## config.mk

```make
export PLATFORM = sky130hd
export DESIGN_NAME = ana_spi_rx
export DESIGN_NICKNAME = d
export VERILOG_FILES = /design/src/rtl/ana_spi_rx.sv
export SDC_FILE = /design/constraint.sdc
export NUM_CORES = 1
export LEC_CHECK = 0
export CAP_MARGIN = 15
export CORE_ASPECT_RATIO = 1.75
export CORE_UTILIZATION = 50
export CTS_CLUSTER_SIZE = 40
export DETAILED_ROUTE_END_ITERATION = 8
export PLACE_DENSITY = 0.75
export SLEW_MARGIN = 5
export SYNTH_ARGS = -nofsm -noshare
export SYNTH_HDL_FRONTEND = slang
export SYNTH_SLANG_ARGS = --single-unit
export TNS_END_PERCENT = 20
```

## constraint.sdc

```tcl
create_clock -name CLK -period 5.2 [get_ports CLK]
set_input_delay 0.52 -clock CLK [delete_from_list [all_inputs] [get_ports CLK]]
set_output_delay 0.52 -clock CLK [all_outputs]
set_load 0.1 [all_outputs]
```

## src/rtl/ana_spi_rx.sv

```systemverilog
// Receive endpoint of the pseudo-SPI analog configuration link: oversamples the
// two-phase serial clocks, assembles a configuration word and commits it on LAT.
module ana_spi_rx #(
    parameter int SHIFT_LEN = 16,
    parameter int CNT_W     = 5
) (
    input  logic                 CLK,
    input  logic                 RST,
    input  logic                 SCLK1,
    input  logic                 SCLK2,
    input  logic                 LAT,
    input  logic                 SI,
    output logic                 SO,
    output logic [SHIFT_LEN-1:0] CFG_Q,
    output logic                 CFG_VLD,
    output logic [CNT_W-1:0]     BIT_CNT,
    output logic                 BUSY,
    output logic                 PH_ERR,
    output logic                 OV_ERR,
    output logic                 LEN_ERR
);

    localparam logic [CNT_W-1:0] CNT_FULL = CNT_W'(SHIFT_LEN);
    localparam logic [CNT_W-1:0] CNT_SAT  = CNT_W'(SHIFT_LEN + 1);

    // Synchronizer bit order: {SI, LAT, SCLK2, SCLK1}; s3 only covers the clocks.
    logic [3:0] s1_q;
    logic [3:0] s2_q;
    logic [2:0] s3_q;

    logic                 hold_q,    hold_d;
    logic                 pend_q,    pend_d;
    logic [SHIFT_LEN-1:0] sr_q,      sr_d;
    logic [CNT_W-1:0]     cnt_q,     cnt_d;
    logic [SHIFT_LEN-1:0] cfgWord_q, cfgWord_d;
    logic                 vld_q,     vld_d;
    logic                 phErr_q,   phErr_d;
    logic                 ovErr_q,   ovErr_d;
    logic                 lenErr_q,  lenErr_d;

    logic rise1, rise2, riseLat, siSync;

    assign rise1   = s2_q[0] & ~s3_q[0];
    assign rise2   = s2_q[1] & ~s3_q[1];
    assign riseLat = s2_q[2] & ~s3_q[2];
    assign siSync  = s2_q[3];

    always_ff @(posedge CLK) begin
        if (RST) begin
            s1_q <= '0;
            s2_q <= '0;
            s3_q <= '0;
        end else begin
            s1_q <= {SI, LAT, SCLK2, SCLK1};
            s2_q <= s1_q;
            s3_q <= s2_q[2:0];
        end
    end

    // Shift first, then evaluate LAT on the updated count so a coincident last bit is committed.
    always_comb begin
        hold_d    = hold_q;
        pend_d    = pend_q;
        sr_d      = sr_q;
        cnt_d     = cnt_q;
        cfgWord_d = cfgWord_q;
        vld_d     = 1'b0;
        phErr_d   = phErr_q;
        ovErr_d   = ovErr_q;
        lenErr_d  = lenErr_q;

        if (rise1 && rise2) begin
            ovErr_d = 1'b1;
        end else if (rise1) begin
            hold_d = siSync;
            pend_d = 1'b1;
        end else if (rise2) begin
            if (pend_q) begin
                sr_d   = {sr_q[SHIFT_LEN-2:0], hold_q};
                pend_d = 1'b0;
                cnt_d  = (cnt_q == CNT_SAT) ? cnt_q : cnt_q + 1'b1;
            end else begin
                phErr_d = 1'b1;
            end
        end

        if (riseLat) begin
            if (cnt_d == CNT_FULL) begin
                cfgWord_d = sr_d;
                vld_d     = 1'b1;
            end else begin
                lenErr_d = 1'b1;
            end
            cnt_d  = '0;
            pend_d = 1'b0;
        end
    end

    always_ff @(posedge CLK) begin
        if (RST) begin
            hold_q    <= 1'b0;
            pend_q    <= 1'b0;
            sr_q      <= '0;
            cnt_q     <= '0;
            cfgWord_q <= '0;
            vld_q     <= 1'b0;
            phErr_q   <= 1'b0;
            ovErr_q   <= 1'b0;
            lenErr_q  <= 1'b0;
        end else begin
            hold_q    <= hold_d;
            pend_q    <= pend_d;
            sr_q      <= sr_d;
            cnt_q     <= cnt_d;
            cfgWord_q <= cfgWord_d;
            vld_q     <= vld_d;
            phErr_q   <= phErr_d;
            ovErr_q   <= ovErr_d;
            lenErr_q  <= lenErr_d;
        end
    end

    assign SO      = sr_q[SHIFT_LEN-1];
    assign CFG_Q   = cfgWord_q;
    assign CFG_VLD = vld_q;
    assign BIT_CNT = cnt_q;
    assign BUSY    = (cnt_q != '0);
    assign PH_ERR  = phErr_q;
    assign OV_ERR  = ovErr_q;
    assign LEN_ERR = lenErr_q;

endmodule

```

==> results.py <==
metrics = {
    "global_routing": {
        "antenna_found_initial": 0,
        "grt_start_max_net_pins": 51,
        "grt_overflow": 0,
        "grt_pass1_vias": 1385,
        "grt_pass1_wl_um": 6090,
        "track_usage_pct": 17.6,
    },
    "power_and_ir_drop": {
        "power.switching_mw": 0.155,
        "seq_power_share_pct": 60.8,
        "p_total_mw": 0.690,
        "pwr_density_cell_nw_per_um2": 265,
        "ir_drop_v": 0.000213,
        "pwr-share-comb_pct": 4.1,
        "p_int_mw": 0.535,
        "clockPowerShare_pct": 35.0,
        "swShare_pct": 22.4,
        "p_leak_nw": 0.973,
    },
    "clock_network": {
        "cts.path.max_buffers": 2,
        "h-tree-depth": 2,
        "numClockSinks": 54,
        "path_clk_slew_ns": 0.09,
        "post-cts-setup-buffer-count": 0,
        "cts_root_buffer": "clkbuf_8",
        "cts_buffers": 5,
        "cts_resized": 0,
        "cts_hold_buf": 0,
        "cts_tree": "done",
        "clk_latency_ns": 0.31,
    },
    "yosys": {
        "synthFlopType": "dfxtp_1",
        "synth_top_cell_by_area": "dfxtp_1",
        "synth_area_um2": 2200,
        "syn-instance-count": 218,
        "synth_area_leaders": "dfxtp_1, mux2_4, nand2_1",
        "synth-async-reset-ratio_pct": 0,
        "yosys_warnings": 0,
        "synth_seq_cells": 54,
        "synth_cell_types": 34,
        "synth-edff-count": 0,
        "synth_top_area_share_pct": 49.2,
        "syn_avg_cell_area_um2": 10.1,
        "yosysSeqAreaShare_pct": 49.2,
        "synth_nets": 230,
    },
    "critical_path": {
        "start_kind": "flop",
        "rrSetupSlack_ns": 1.71,
        "crit_chain": "nand2b_1 > inv_1 > ha_1 > and4bb_2 > and2_1 > a41oi_1 > nor3_4 > mux2_2",
        "crit_type": "flop to flop",
        "worstReg2RegStart": "s3_q[0]",
        "worstPathArrival_ns": 3.69,
        "slowest_delay_ns": 0.85,
        "path_max_fanout": 20,
        "timing.rr.end": "CFG_Q[2]",
        "worstPathRequired_ns": 5.40,
        "rr_worst_depth": 8,
        "end_kind": "flop",
        "cpMaxStageDelayCell": "nor3_4",
    },
    "placed_design": {
        "place.gp.congestion": 0.773,
        "preCtsSetupSlack_ns": 1.69,
        "hpwlAfterDp_um": 2560,
        "placed_cell_area_um2": 2510,
        "portBuffers": 32,
    },
    "cells_and_area": {
        "post-route-util_pct": 62.2,
        "area_growth_pct": 18.6,
        "n_antenna_cell": 0,
        "n_fill_cell": 379,
        "nets": 260,
        "regArea_um2": 1080,
        "drive_above_1_share_pct": 12.4,
        "multi_input_area_um2": 1020,
        "final_area_um2": 2600,
    },
    "drt": {
        "drtAntennaViolNets": 0,
        "wl_met1_um": 1650,
        "drt_pre_antenna_iters": 4,
        "vias": 1514,
        "drtIter0Drc": 32,
        "met2_length_um": 1890,
        "viasPerCell": 5.08,
        "detail_route.wl_per_cell_um": 12.5,
        "drc": 0,
        "highest_layer": "met4",
        "met3_length_um": 106,
        "wl_um": 3730,
    },
    "run": {
        "maxCapViolations": 0,
    },
    "sta": {
        "fin_skew_ns": 0.00736,
        "finalSetupTns_ns": 0,
        "rsz0062_at_grt": "no",
        "slew_headroom_pct": 34.9,
        "min_period_ns": 3.49,
        "tightestPinTransition_ns": 0.973,
        "slew_violations": 0,
        "hold_viol": 0,
        "setup_violations": 0,
        "clock.fmax_mhz": 286,
        "fin_crit_sh_pct": 67.2,
        "fin_ws_ns": 1.71,
    },
    "die": {
        "core_um2": 4190,
        "chipHeight_um": 89.7,
        "io_pins": 33,
        "initial_core_util_pct": 52.4,
        "die_w_um": 52.1,
        "num_rows": 31,
        "die-area_um2": 4670,
    },
    "min_path": {
        "hold_end": "s2_q[2]",
        "worstHoldStart": "s1_q[2]",
        "hold_depth": 1,
        "holdCritPathClass": "flop to flop",
    },
    "outcome": {
        "outcome": "finished, final reports clean",
    },
}
## worst max path at each step
stage	start	endpoint	slack, ns	cells after the start
after detailed placement	s3_q[0]	CFG_Q[2]	1.69	8
after global placement	s3_q[0]	CFG_Q[6]	1.79	8
after CTS	s3_q[0]	CFG_Q[2]	1.67	8
final	s3_q[0]	CFG_Q[2]	1.71	8
after floorplan	BIT_CNT[0]	CFG_Q[0]	2.27	7
after global routing	s3_q[0]	CFG_Q[2]	1.43	8
## layout by cell type (no fill, tap or decap), types with 3 or more instances in the layout
cell type and count:
ha_1 6, nor2_1 13, nor2b_1 20, mux2_2 6
nand2b_1 3, and2b_1 8, mux2_4 10, clkbuf_8 6
inv_1 5, nand2_1 37, dfxtp_1 54, xnor2_1 4
a21oi_1 18, clkdlybuf4s50_1 32
## flip-flops by register name, indices dropped and copies added (netlist names)
name / count
hold_q: 1
sr_q: 16
OV_ERR: 1
pend_q: 1
s3_q: 3
LEN_ERR: 1
BIT_CNT: 5
s1_q: 4
PH_ERR: 1
CFG_VLD: 1
s2_q: 4
CFG_Q: 16
## synthesized netlist by cell type (3+ instances only)
master / count
mux2_4: 10
clkbuf_1: 4
dfxtp_1: 54
nand2_1: 37
xnor2_1: 4
nor2b_1: 20
mux2_2: 6
and2b_1: 8
nand2b_1: 3
inv_1: 5
a21oi_1: 18
nor2_1: 13
ha_1: 6
## power groups by stage
stage | combinational [mW] | sequential, mW | clock [mW]
5_1_grt | 0.0306 | 0.420 | 0.264
6_report | 0.0284 | 0.420 | 0.242
4_1_cts | 0.0287 | 0.420 | 0.246
2_1_floorplan | 0.0138 | 0.436 | 0
3_5_place_dp | 0.0286 | 0.429 | 0
3_3_place_gp | 0.0282 | 0.429 | 0
## cell type report
class                   count  area share [%]
multi-input cells         149            39.2
inverters                   5           0.721
well taps                  49            2.35
clock inverters             2           0.481
repair buffers             33            12.6
clock buffers               6            3.17
flip-flops and latches     54            41.5
## critical path: cells and delay by family, from the launching register on
kind | cells | cell delay, ns
compound gates | 1 | 0.33
fa+ha+maj | 1 | 0.23
buf+inv | 1 | 0.10
flops | 1 | 0.31
mux | 1 | 0.42
simple gates | 4 | 1.99
## logic make-up (layout without fill, tap and decap cells)
kind of cell | Yosys count | in the layout | share of synthesized area, %
AND/OR/NAND/NOR | 95 | 95 | 23.6
buffers and inverters | 15 | 46 | 4.33
flip-flops | 54 | 54 | 49.2
AO/OA/AOI/OAI | 25 | 25 | 6.61
multiplexers | 18 | 18 | 10.8
adder cells (fa/ha/maj) | 6 | 6 | 3.42
XOR/XNOR | 5 | 5 | 1.99
## metal layers
metal | GRT usage, % | vias to the layer above
li1 | - | 780
met1 | 20.2 | 700
met2 | 29.5 | 29
met3 | 3.70 | 5
met4 | 10.1 | 0
met5 | 0 | -
## metrics by stage
step	hold WS, ns	cells
4_1_cts	0.449	298
3_5_place_dp	0.428	290
3_3_place_gp	0.420	290
5_1_grt	0.464	298
6_report	0.444	298
2_1_floorplan	0.414	218
Power figures use the tool's default switching activity.
